`src/rtl/dmem_bridge.sv`:
```
// Data-memory bridge: turns the MEM-stage single-cycle port into a valid/ready
// request + response handshake, with a posted write FIFO. Optional store-to-load
// forwarding from the FIFO is enabled by defining DMEM_WBUF_FWD_EN.
module dmem_bridge #(
    parameter int ADDR_WIDTH = 32,
    parameter int DATA_WIDTH = 32,
    parameter int WBUF_DEPTH = 4
) (
    input  logic                  clk,
    input  logic                  rst,
    input  logic                  cpu_read,
    input  logic                  cpu_write,
    input  logic [ADDR_WIDTH-1:0] cpu_addr,
    input  logic [DATA_WIDTH-1:0] cpu_wdata,
    output logic [DATA_WIDTH-1:0] cpu_rdata,
    output logic                  cpu_stall,
    output logic                  m_req_valid,
    input  logic                  m_req_ready,
    output logic                  m_req_we,
    output logic [ADDR_WIDTH-1:0] m_req_addr,
    output logic [DATA_WIDTH-1:0] m_req_wdata,
    input  logic                  m_resp_valid,
    input  logic [DATA_WIDTH-1:0] m_resp_rdata,
    output logic                  wbuf_empty
);

    localparam int PTR_W = $clog2(WBUF_DEPTH);
    localparam int CNT_W = PTR_W + 1;

    typedef enum logic [2:0] {
        IDLE,
        WR_REQ,
        WR_WAIT,
        RD_REQ,
        RD_WAIT
    } state_t;

    state_t state_reg, state_next;

    logic [ADDR_WIDTH-1:0] wbuf_addr [WBUF_DEPTH];
    logic [DATA_WIDTH-1:0] wbuf_data [WBUF_DEPTH];
    logic [PTR_W-1:0]      wr_ptr_reg;
    logic [PTR_W-1:0]      rd_ptr_reg;
    logic [CNT_W-1:0]      count_reg;
    logic                  rd_done_reg;

    logic                  wbuf_full;
    logic                  load_pending;
    logic                  push;
    logic                  pop;
    logic                  rd_capture;
    logic                  load_rd;
    logic                  load_wr;
    logic                  fwd_take;
    logic                  fwd_hit;
    logic [DATA_WIDTH-1:0] fwd_data;
    logic                  rd_permit;

    assign wbuf_full    = (count_reg == CNT_W'(WBUF_DEPTH));
    assign wbuf_empty   = (count_reg == '0);
    assign load_pending = cpu_read && !rd_done_reg;
    assign pop          = (state_reg == WR_WAIT) && m_resp_valid;
    assign rd_capture   = (state_reg == RD_WAIT) && m_resp_valid;

    // A pop in the same cycle frees a slot, so a store to a full buffer need not wait.
    assign cpu_stall = load_pending || (cpu_write && wbuf_full && !pop);
    // A read+write in one cycle is illegal; the store half is dropped.
    assign push      = cpu_write && !cpu_read && !cpu_stall;

`ifdef DMEM_WBUF_FWD_EN
    logic [WBUF_DEPTH-1:0] age_hit;
    logic [DATA_WIDTH-1:0] age_data [WBUF_DEPTH];

    // Age 0 is the oldest entry (FIFO head); higher ages are newer stores.
    generate
        for (genvar gi = 0; gi < WBUF_DEPTH; gi++) begin : g_cmp
            logic [PTR_W-1:0] slot;
            assign slot         = rd_ptr_reg + PTR_W'(gi);
            assign age_hit[gi]  = (CNT_W'(gi) < count_reg) && (wbuf_addr[slot] == cpu_addr);
            assign age_data[gi] = wbuf_data[slot];
        end
    endgenerate

    always_comb begin
        fwd_hit  = 1'b0;
        fwd_data = '0;
        for (int i = 0; i < WBUF_DEPTH; i++) begin
            if (age_hit[i]) begin
                fwd_hit  = 1'b1;
                fwd_data = age_data[i];
            end
        end
    end

    // A miss cannot alias any buffered store, so the load may overtake them.
    assign rd_permit = !fwd_hit;
`else
    assign fwd_hit   = 1'b0;
    assign fwd_data  = '0;
    assign rd_permit = wbuf_empty;
`endif

    always_comb begin
        state_next = state_reg;
        load_rd    = 1'b0;
        load_wr    = 1'b0;
        fwd_take   = 1'b0;
        case (state_reg)
            IDLE: begin
                if (load_pending && fwd_hit) begin
                    fwd_take = 1'b1;
                end else if (load_pending && rd_permit) begin
                    state_next = RD_REQ;
                    load_rd    = 1'b1;
                end else if (!wbuf_empty) begin
                    state_next = WR_REQ;
                    load_wr    = 1'b1;
                end
            end
            WR_REQ:  if (m_req_ready)  state_next = WR_WAIT;
            WR_WAIT: if (m_resp_valid) state_next = IDLE;
            RD_REQ:  if (m_req_ready)  state_next = RD_WAIT;
            RD_WAIT: if (m_resp_valid) state_next = IDLE;
            default: state_next = IDLE;
        endcase
    end

    always_ff @(posedge clk or negedge rst) begin
        if (!rst) begin
            state_reg <= IDLE;
        end else begin
            state_reg <= state_next;
        end
    end

    always_ff @(posedge clk or negedge rst) begin
        if (!rst) begin
            m_req_valid <= 1'b0;
            m_req_we    <= 1'b0;
            m_req_addr  <= '0;
            m_req_wdata <= '0;
        end else if (load_rd) begin
            m_req_valid <= 1'b1;
            m_req_we    <= 1'b0;
            m_req_addr  <= cpu_addr;
            m_req_wdata <= '0;
        end else if (load_wr) begin
            m_req_valid <= 1'b1;
            m_req_we    <= 1'b1;
            m_req_addr  <= wbuf_addr[rd_ptr_reg];
            m_req_wdata <= wbuf_data[rd_ptr_reg];
        end else if (m_req_valid && m_req_ready) begin
            m_req_valid <= 1'b0;
        end
    end

    // rd_done is a one-cycle flag: it lets the stalled load retire, then clears.
    always_ff @(posedge clk or negedge rst) begin
        if (!rst) begin
            cpu_rdata   <= '0;
            rd_done_reg <= 1'b0;
        end else if (rd_capture) begin
            cpu_rdata   <= m_resp_rdata;
            rd_done_reg <= 1'b1;
        end else if (fwd_take) begin
            cpu_rdata   <= fwd_data;
            rd_done_reg <= 1'b1;
        end else begin
            rd_done_reg <= 1'b0;
        end
    end

    always_ff @(posedge clk or negedge rst) begin
        if (!rst) begin
            wr_ptr_reg <= '0;
            rd_ptr_reg <= '0;
            count_reg  <= '0;
        end else begin
            if (push) wr_ptr_reg <= wr_ptr_reg + PTR_W'(1);
            if (pop)  rd_ptr_reg <= rd_ptr_reg + PTR_W'(1);
            case ({push, pop})
                2'b10:   count_reg <= count_reg + CNT_W'(1);
                2'b01:   count_reg <= count_reg - CNT_W'(1);
                default: count_reg <= count_reg;
            endcase
        end
    end

    // Entry storage carries no reset; only the pointers define which entries are live.
    always_ff @(posedge clk) begin
        if (push) begin
            wbuf_addr[wr_ptr_reg] <= cpu_addr;
            wbuf_data[wr_ptr_reg] <= cpu_wdata;
        end
    end

endmodule

```
`config.mk`:
```
export PLATFORM = sky130hd
export DESIGN_NAME = dmem_bridge
export DESIGN_NICKNAME = d
export VERILOG_FILES = /design/src/rtl/dmem_bridge.sv
export SDC_FILE = /design/constraint.sdc
export NUM_CORES = 1
export LEC_CHECK = 0
export ABC_AREA = 1
export BUFFER_PORTS_ARGS = -buffer_cell sky130_fd_sc_hd__buf_4
export CORE_ASPECT_RATIO = 1.1
export CORE_MARGIN = 2
export CORE_UTILIZATION = 40
export CTS_BUF_LIST = sky130_fd_sc_hd__clkbuf_16
export DETAILED_ROUTE_END_ITERATION = 7
export GPL_TIMING_DRIVEN = 0
export PLACE_DENSITY_LB_ADDON = 0.2
export SETUP_SLACK_MARGIN = 0.3
export SYNTH_ARGS = -nofsm -noshare
export SYNTH_HDL_FRONTEND = slang
export SYNTH_SLANG_ARGS = --single-unit
export TNS_END_PERCENT = 20
```
`constraint.sdc`:
```
create_clock -name clk -period 9.9 [get_ports clk]
set_clock_uncertainty 0.1 [all_clocks]
set_input_delay 1.98 -clock clk [delete_from_list [all_inputs] [get_ports clk]]
set_output_delay 1.98 -clock clk [all_outputs]
set_load 0.01 [all_outputs]
```
==> key figures, run 1 <==
Run status
  • Outcome: finished, final reports clean

Worst setup path
  • Startpoint type of the worst setup path: primary input
  • Critical Path AT: 2.68 ns
  • Worst Path Required: 7.82 ns
  • Setup crit end kind: output pin
  • R2R cell count: 7
  • CP max FO: 4
  • Critical path type: primary input to output pin

Global route
  • Overall Global Routing Usage: 19.7%
  • Routing usage on met3: 3.50%
  • First-pass GRT wire length: 56,200 µm
  • Total grt overflow: 0
  • Grt peak-use layer: met2
  • Met1 Use GR: 24.7%
  • Met2 Track Usage GR: 34.1%
  • Initial antenna violation count: 1
  • Vias in the first global route: 9,974
  • Largest net degree at the start of global routing: 88

Power and ir drop
  • Peak supply drop: 0.000141 V
  • Register share of total power: 38.5%
  • Pwr Density: 307 nW/µm²
  • Switch Pwr: 2030 µW
  • Logic pwr share: 36.9%
  • Internal Power: 3520 µW
  • Clock power share: 24.6%
  • Switch share: 36.5%
  • LEAKAGE: 0.00769 µW

Floorplan
  • Die Y: 203 µm
  • Cell row count: 72
  • Core footprint: 35,300 µm²
  • Io pins: 202
  • Chip width: 185 µm
  • Die area: 37,600 µm²
  • Starting density of the core: 40.8%

Synthesis
  • Synth cell types: 29
  • Syn Nets: 1,371
  • Post-synth top area share: 53.3%
  • Seq/Total Area, Yosys: 72.2%
  • Post-Synthesis Cell Area: 14,400 µm²
  • Synthesized instance count: 1,263
  • Synth area leader: edfxtp_1
  • Synth Register Bits: 365
  • Average cell area after synthesis: 11.4 µm²
  • Synth warnings: 0
  • Synth area leaders: edfxtp_1, dfrtp_1, nand2_1

Final layout
  • Synth-to-Final Area Change: 25.1%
  • Fillers: 3,182
  • Fin nets: 1,624
  • Biggest regs: wbuf_addr: 128 flops, wbuf_data: 128 flops
  • Leading cell type in the layout, fill and taps excluded: nand2_1
  • Layout cells sized above 1: 21.2%
  • Most frequent cells in the layout: nand2_1, edfxtp_1, buf_4, dfrtp_1, nand3_1

STA
  • RSZ-0062 raised after global routing: no
  • Setup violators final: 0
  • Max_slew headroom: 51.7%
  • Setup Total Neg Slack: 0 ns
  • Slew Viols, Final: 0
  • Max Clock Freq: 0.210 GHz
  • Final critical-path required period: 4.76 ns
  • Worst Tran Pin Value: 0.722 ns
  • Final hold violations: 0
  • Final period util: 48.1%
  • Final worst-path setup slack: 5.14 ns

CTS
  • TritonCTS Buffers: 39
  • Clock Tree Buf Depth: 3
  • CTS Hold Bufs: 0
  • Clock sink total: 365
  • CTS resizes: 0
  • Root Buffer: clkbuf_16
  • H-tree depth: 2
  • Clock-pin slew on the worst setup and hold paths: 0.06 ns
  • Postcts setup bufs: 0
  • Clock latency on the worst-skew pair: 0.54 ns
  • TritonCTS clock tree: done

Placement
  • GP Congestion: 0.763
  • Post-DP HPWL: 24,000 µm
  • Port Buffers: 201
  • Worst slack, placed: 5.14 ns

Drt
  • Drt total wl: 36,300 µm
  • Via Count: 9,828
  • # DRC: 0
  • DRT iter0 DRCs: 636
  • DR pass1 iterations: 7
  • Wire length per cell: 17.9 µm
  • Vias per cell: 4.85
  • Post-route ant nets: 0

Min path
  • Hold crit path type: register to register
  • Hold path depth: 2

Run
  • Max_cap viols: 0
## cell type report
| class | instances | area [µm²] | area share (%) |
|---|---|---|---|
| Multi-Input combinational cell | 806 | 3610 | 20.0 |
| Antenna cell | 1 | 2.50 | 0.0139 |
| Clock inverter | 31 | 198 | 1.10 |
| Clock buffer | 40 | 1000 | 5.55 |
| Tap cell | 481 | 602 | 3.34 |
| Inverter | 25 | 95.1 | 0.527 |
| Sequential cell | 365 | 10400 | 57.7 |
| Buffer | 67 | 335 | 1.86 |
| Timing Repair Buffer | 212 | 1790 | 9.90 |
## cells by family after synthesis
logic type               after synthesis  share of synthesized area (%)
flip-flops                           365                           72.2
AND/OR/NAND/NOR                      697                           20.3
AO/OA/AOI/OAI                        100                           3.75
adder cells (fa/ha/maj)                6                          0.573
buffers and inverters                 92                           2.98
XOR/XNOR                               3                          0.182
## metrics by stage
stage	instance area [µm²]	util (%)	std cells	hold slack [ns]	total power (µW)
after CTS	18000	51.1	2027	0.383	5620
after global placement	16500	46.8	1945	0.365	4200
after global routing	18000	51.1	2028	0.398	5920
final	18000	51.1	2028	0.377	5540
after detailed placement	16800	47.7	1956	0.366	4240
after floorplan	14400	-	1263	0.366	3340
## synthesized netlist by cell type, drive strengths merged
cell type,n
nor3,1
o22ai,32
clkbuf,21
a21oi,1
nor2,82
dfrtp,109
inv,24
clkinv,1
nand2,476
nand3b,32
buf,46
ha,5
nand3,104
nand4,2
edfxtp,256
o21ai,67
xor2,2
fa,1
xnor2,1
## layer usage
layer	wire length, µm	share of wire [%]	up-vias
met4	984	2.7	0
met3	1810	5.0	68
met1	14900	41	4711
met5	0	0	-
li1	-	-	4805
met2	18600	51	244
## critical path, stage by stage
cell and delay [ns]:
buf_4 0.09, nand4_1 0.18, nand2_1 0.19, nand2_1 0.07
buf_4 0.16
## power groups by stage
stage          sequential [µW]  combinational [µW]  clock, µW
2_1_floorplan             2240                1100          0
3_3_place_gp              2180                2020          0
3_5_place_dp              2160                2080          0
4_1_cts                   2140                2080       1400
5_1_grt                   2170                2290       1460
6_report                  2140                2050       1360
## final timing paths
path / start / end / slack [ns]
worst max-delay path: m_resp_valid / cpu_stall / 5.14
max in group asynchronous: rst / m_req_wdata[9]$_DFFE_PN0P_ / 7.75
worst max register to register: state_reg[2]$_DFFE_PN0P_ / wbuf_data[3][8]$_DFFE_PP_ / 7.18
worst min-delay path: m_req_addr[17]$_DFFE_PN0P_ / m_req_addr[17]$_DFFE_PN0P_ / 0.38
worst min register to register: m_req_addr[17]$_DFFE_PN0P_ / m_req_addr[17]$_DFFE_PN0P_ / 0.38
min in group asynchronous: rst / m_req_addr[19]$_DFFE_PN0P_ / 1.21
Note: power is estimated with default switching activity, not from simulation.
==> run 2: changes to the inputs <==
ABC_AREA = 0   (was 1)
clock period = 4.28 ns   (was 9.9 ns; I/O delays follow)
==> run 2 against run 1 <==
- clock power is 130% higher
- non-clock buffer count is 24 lower
- sequential power is 130% higher
- total power is 120% higher
- area after synthesis is 2.7% lower
- via count is 25% lower
- wire length is 15% lower
- global-route usage is 2.7 points lower
- sequential share of layout area is 2.0 points higher
- largest power group unchanged
==> key figures, run 2 <==
Run status
  • Outcome: finished, final reports clean

Worst setup path
  • Crit. Startpoint: cpu_read
  • CP max FO: 10 (+6)
  • Critical path type: primary input to output pin
  • Worst Path Required: 3.32 ns (-4.50 ns)
  • Setup crit end kind: output pin
  • Worst r2r src: state_reg[2]$_DFFE_PN0P_
  • Critical Path AT: 2.25 ns (-0.43 ns)
  • Startpoint type of the worst setup path: primary input

Synthesis
  • Synth warnings: 0 (unchanged)
  • Post-Synthesis Cell Area: 14,000 µm² (-2.7%)
  • Average cell area after synthesis: 19.2 µm² (+69%)
  • Most common cell in the netlist: edfxtp_1
  • Synth cell types: 35 (+21%)
  • Synth Register Bits: 365 (unchanged)
  • Top_reg_cell synth: edfxtp_1
  • Syn Nets: 837 (-39%)
  • Async set-reset flop share out of synthesis: 29.9% (unchanged)
  • Seq/Total Area, Yosys: 74.2% (+2.0 points)
  • Post-synth top area share: 54.8% (+1.5 points)
  • Synth area leaders: edfxtp_1, dfrtp_1, mux4_2
  • Post-synth EDFFs: 256 (unchanged)
  • Synth area leader: edfxtp_1
  • Synthesized instance count: 729 (-42%)
  • Synth top cells by count: edfxtp_1, dfrtp_1, mux4_2, inv_1

Placement
  • Post-DP HPWL: 19,200 µm (-20%)
  • Cell Area, Placed: 16,200 µm² (-3.6%)
  • GP Congestion: 0.700 (-8.3%)
  • Port Buffers: 201 (unchanged)
  • Dpl cells: 1,373 (-30%)
  • Worst slack, placed: 1.05 ns (-4.09 ns)

STA
  • Max Clock Freq: 0.312 GHz
  • Final hold violations: 0 (unchanged)
  • RSZ-0062 raised after global routing: no
  • Final critical-path required period: 3.21 ns
  • Final worst-path setup slack: 1.07 ns (-4.07 ns)
  • Slew Viols, Final: 0 (unchanged)
  • Max_slew headroom: 50.3% (-1.4 points)
  • Worst Tran Pin Value: 0.745 ns (+0.0227 ns)
  • Final period util: 75.0%
  • Setup violators final: 0 (unchanged)

CTS
  • Postcts setup bufs: 0 (unchanged)
  • Clock-pin slew on the worst setup and hold paths: 0.06 ns (about the same)
  • Root Buffer: clkbuf_16
  • TritonCTS Buffers: 40 (+2.6%)
  • Clock Tree Buf Depth: 3 (unchanged)
  • Clock latency on the worst-skew pair: 0.52 ns (-0.02 ns)
  • CTS Hold Bufs: 0 (unchanged)
  • CTS resizes: 0 (unchanged)
  • TritonCTS clock tree: done
  • Clock sink total: 365 (unchanged)
  • H-tree depth: 2 (unchanged)

Final layout
  • Finished Cell Area: 17,400 µm² (-3.4%)
  • Non-Filler Instances: 1,447 (-29%)
  • Layout cells sized above 1: 41.3% (+20 points)
  • Fin nets: 1,085 (-33%)
  • Leading cell type in the layout, fill and taps excluded: edfxtp_1
  • N_diodes: 0 (-1)
  • Biggest regs: wbuf_addr: 128 flops, wbuf_data: 128 flops
  • Finished Core Util: 50.7% (-0.39 points)
  • Synth-to-Final Area Change: 24.2%
  • Most frequent cells in the layout: edfxtp_1, buf_4, dfrtp_1, mux4_2, inv_1

Global route
  • Total grt overflow: 0 (unchanged)
  • First-pass GRT wire length: 47,200 µm (-16%)
  • Overall Global Routing Usage: 17.0% (-2.7 points)
  • Initial antenna violation count: 0 (-1)
  • Vias in the first global route: 7,829 (-22%)
  • Largest net degree at the start of global routing: 87 (-1.1%)

Power and ir drop
  • Pwr Density: 705 nW/µm² (+130%)
  • LEAKAGE: 0.00668 µW (-13%)
  • Peak supply drop: 0.000387 V (+180%)

Floorplan
  • Starting density of the core: 40.8% (about the same)
  • Io pins: 202 (unchanged)
  • Die Y: 200 µm (-1.3%)
  • Die area: 36,600 µm² (-2.7%)
  • Core footprint: 34,400 µm² (-2.6%)
  • Chip width: 183 µm (-1.3%)
  • Cell row count: 71 (-1.4%)

Min path
  • Hold crit path type: primary input to asynchronous set/reset pin

Run
  • Max_cap viols: 0 (unchanged)

Drt
  • Vias per cell: 5.12 (+5.7%)
  • DRT iter0 DRCs: 434 (-32%)
  • Via Count: 7,412 (-25%)
  • Post-route ant nets: 0 (unchanged)
  • DR pass1 iterations: 4 (-3)
  • # DRC: 0 (unchanged)
  • Drt total wl: 30,900 µm (-15%)
  • Wire length per cell: 21.4 µm (+19%)
## run 2: changes by cell type after synthesis, sizes merged, moves of 19 or more
cell and delta:
nor3 +31, o21ai -61, nand3b -32, a22o +33, nand2 -473, nand3 -103
nor2 -78, mux2 +33, mux4 +64, inv +19, o22ai -32, a211oi +33
nor4 +32
## run 2: routing by layer
| layer | global-route usage [%] | vias up | wire (µm) |
|---|---|---|---|
| met5 | 0 | - | 0 |
| met4 | 4.44 | 0 | 626 |
| met3 | 4.23 | 43 | 2020 |
| met2 | 28.5 | 184 | 15400 |
| met1 | 22.1 | 3787 | 12800 |
| li1 | - | 3398 | - |
## run 2: metrics by stage
stage	total power [µW]	TNS [ns]	hold slack (ns)
floorplan	7610	0	0.382
detailed placement	9330	0	0.394
global route	13000	0	0.0823
finish	12300	0	0.0897
CTS	12500	0	0.0807
global placement	9260	-254.73	0.390
## run 2: cell families after synthesis
family                   share of synthesized area, %
buffers and inverters                            3.00
flip-flops                                       74.2
adder cells (fa/ha/maj)                         0.589
AO/OA/AOI/OAI                                    5.44
XOR/XNOR                                        0.437
AND/OR/NAND/NOR                                  3.39
multiplexers                                     12.9
## run 2: final cells by class
class / instances / area, µm²
clock inverters: 33 / 173
repair buffers: 206 / 1640
flip-flops and latches: 365 / 10400
clock buffers: 41 / 1030
well taps: 438 / 548
fillers: 2860 / 16900
inverters: 43 / 161
plain buffers: 49 / 259
multi-input cells: 272 / 3210
## run 2: worst max-delay path: stages
cell and delay, ns:
buf_4 0.12, nand2b_1 0.06, clkbuf_1 0.34, clkbuf_1 0.49
o21ai_0 0.19, buf_4 0.20
## run 2: power by group
group	total (µW)	switching (µW)	internal [µW]
registers	4930	347	4590
logic	4220	2170	2050
clock network	3140	1350	1790
total	12300	3860	8430
## run 2: path summary, 6_finish.rpt
check	end	slack (ns)	cells after the start
max	cpu_stall	1.07	6
min	m_req_addr[20]$_DFFE_PN0P_	0.09	1
max reg2reg	wbuf_data[3][14]$_DFFE_PP_	1.40	5
min reg2reg	m_req_wdata[3]$_DFFE_PN0P_	0.40	1
max in group asynchronous	rd_ptr_reg[0]$_DFFE_PN0P_	3.20	2
min in group clk	m_req_wdata[3]$_DFFE_PN0P_	0.40	1
==> run 3: changes to the inputs <==
clock period = 2.7 ns   (was 4.28 ns; I/O delays follow)
==> run 3 against run 2 <==
- combinational power grew 67%
- largest cell class unchanged
- global-route usage is 0.52 points higher
- first-iteration DRC count decreased by 7.8%
- sequential cell count is the same
- largest power group unchanged
- final cell count is 1.9% higher
- critical path type is now register to output pin
==> key figures, run 3 (synthesis results as in run 2) <==
CTS
  • TritonCTS clock tree: done
  • Clock Tree Buf Depth: 3 (unchanged)
  • Clock sink total: 365 (unchanged)
  • Clock latency on the worst-skew pair: 0.52 ns (about the same)
  • TritonCTS Buffers: 39 (-2.5%)
  • Clock-pin slew on the worst setup and hold paths: 0.06 ns (about the same)
  • Root Buffer: clkbuf_16
  • H-tree depth: 2 (unchanged)

STA
  • Worst Tran Pin Value: 0.718 ns (-0.0274 ns)
  • Setup violators final: 0 (unchanged)
  • RSZ-0062 raised after global routing: yes
  • Max_slew headroom: 52.2% (+1.8 points)
  • Final critical-path required period: 2.42 ns
  • Slew Viols, Final: 0 (unchanged)
  • Final period util: 89.6%
  • Max Clock Freq: 0.413 GHz
  • Final hold violations: 0 (unchanged)

Worst setup path
  • R2R cell count: 5 (unchanged)
  • Critical Path AT: 1.78 ns (-0.47 ns)
  • Crit. Startpoint: count_reg[1]$_DFFE_PN0P_
  • End of the critical path: wbuf_empty
  • Crit Reg-Reg Endpoint: wbuf_addr[0][23]$_DFFE_PP_
  • CP max FO: 10 (unchanged)
  • Critical path type: register to output pin
  • Worst Path Required: 2.06 ns (-1.26 ns)
  • Setup crit end kind: output pin
  • Startpoint type of the worst setup path: register
  • R2R Setup Slk: 0.34 ns (-1.06 ns)
  • Worst r2r src: state_reg[0]$_DFFE_PN0P_
  • Worst-path cell chain: or3_1 > buf_6 > inv_8 > buf_8 > buf_4
  • Max stage delay cell, worst path: dfrtp_1
  • Crit-path max cell delay: 0.41 ns (-0.08 ns)

Power and ir drop
  • Pwr Density: 1120 nW/µm² (+58%)
  • LEAKAGE: 0.00686 µW (+2.6%)
  • Peak supply drop: 0.000607 V (+57%)
  • Final total power: 19,900 µW (+62%)

Drt
  • Vias per cell: 5.14 (+0.33%)
  • DRT iter0 DRCs: 400 (-7.8%)
  • Via Count: 7,575 (+2.2%)
  • Drt total wl: 33,000 µm (+6.6%)
  • # DRC: 0 (unchanged)
  • DR pass1 iterations: 5 (+1)
  • Post-route ant nets: 0 (unchanged)
  • Wire length per cell: 22.4 µm (+4.7%)

Placement
  • Dpl cells: 1,373 (unchanged)
  • Port Buffers: 201 (unchanged)
  • GP Congestion: 0.717 (+2.4%)
  • Post-DP HPWL: 19,400 µm (+1.0%)

Min path
  • Hold path startpoint: cpu_wdata[19]
  • Hold crit path type: primary input to register

Floorplan
  • Die area: 36,600 µm² (unchanged)
  • Io pins: 202 (unchanged)
  • Cell row count: 71 (unchanged)
  • Chip width: 183 µm (unchanged)
  • Core footprint: 34,400 µm² (unchanged)
  • Die Y: 200 µm (unchanged)
  • Starting density of the core: 40.8% (unchanged)

Final layout
  • Synth-to-Final Area Change: 27.3%
  • Biggest regs: wbuf_addr: 128 flops, wbuf_data: 128 flops
  • Fin nets: 1,111 (+2.4%)
  • Most frequent cells in the layout: edfxtp_1, buf_4, dfrtp_1, mux4_2, inv_1
  • Leading cell type in the layout, fill and taps excluded: edfxtp_1
  • Non-Filler Instances: 1,474 (+1.9%)
  • Layout cells sized above 1: 43.5% (+2.2 points)
  • Fillers: 2,846 (-0.49%)

Global route
  • First-pass GRT wire length: 48,500 µm (+2.6%)
  • Routing usage on met3: 4.90% (+0.67 points)
  • Initial antenna violation count: 2 (+2)
  • Overall Global Routing Usage: 17.5% (+0.52 points)
  • Total grt overflow: 0 (unchanged)
  • Largest net degree at the start of global routing: 70 (-20%)
  • Grt peak-use layer: met2
  • Met2 Track Usage GR: 29.7% (+1.2 points)
  • Vias in the first global route: 8,008 (+2.3%)
  • Met1 Use GR: 21.7% (-0.46 points)

Run status
  • Outcome: finished, final reports clean

Run
  • Max_cap viols: 0 (unchanged)
==> run 3: how the worst min path moves through the flow <==
| stage | end | slack [ns] | cells past startpoint |
|---|---|---|---|
| after global routing | wbuf_data[3][21]$_DFFE_PP_ | 0.09 | 1 |
| after global placement | m_req_wdata[29]$_DFFE_PN0P_ | 0.39 | 1 |
| final | wbuf_data[1][19]$_DFFE_PP_ | 0.11 | 1 |
| after detailed placement | m_req_addr[15]$_DFFE_PN0P_ | 0.39 | 1 |
| after floorplan | count_reg[0]$_DFFE_PN0P_ | 0.14 | 0 |
| after CTS | wbuf_data[2][19]$_DFFE_PP_ | 0.08 | 1 |
==> run 3: area by class of cell <==
type	count	area, µm²	share of cell area [%]
Sequential cell	365	10400	58.3
Clock inverter	32	224	1.25
Inverter	43	169	0.946
Buffer	49	297	1.66
Timing Repair Buffer	229	1910	10.7
Antenna cell	2	5.00	0.0280
Tap cell	438	548	3.07
Clock buffer	40	1000	5.61
Multi-Input combinational cell	276	3280	18.4
==> run 3: critical path: cells and delay by family (launching register included) <==
kind          cells  cell delay (ns)
buf+inv           4             0.47
flops             1             0.41
simple gates      1             0.40
==> run 3: layer usage <==
metal | up-vias | share of wire, %
met5 | - | 0
met4 | 0 | 2.4
met3 | 49 | 6.2
met2 | 186 | 51
met1 | 3885 | 40
li1 | 3455 | -
==> run 3: timing repair <==
action / in CTS / in global routing
endpoints found under the hold margin: 40 / 0
gates resized for setup: 16 / 14
setup endpoints to repair: 261 / 129
pin swaps: 4 / 7
buffers inserted: 9 / 10
hold buffers: 1 / 0
gates cloned: 3 / 4
==> run 3: through the flow <==
| stage | instance area (µm²) | setup WS (ns) | utilization, % | hold WS [ns] | TNS (ns) |
|---|---|---|---|---|---|
| 2_1_floorplan | 14000 | 0.0221 | - | 0.144 | 0 |
| 6_report | 17900 | 0.280 | 51.9 | 0.112 | 0 |
| 3_5_place_dp | 16200 | -0.215 | 47.2 | 0.393 | -31.23 |
| 4_1_cts | 17700 | 0.245 | 51.4 | 0.0839 | 0 |
| 3_3_place_gp | 16100 | -0.987 | 46.8 | 0.390 | -244.98 |
| 5_1_grt | 17900 | 0.198 | 51.9 | 0.0910 | 0 |
==> run 3: power breakdown <==
part           total (µW)  internal, µW  switching, µW
logic                7030          3470           3560
registers            7840          7270            568
clock network        5070          2970           2100
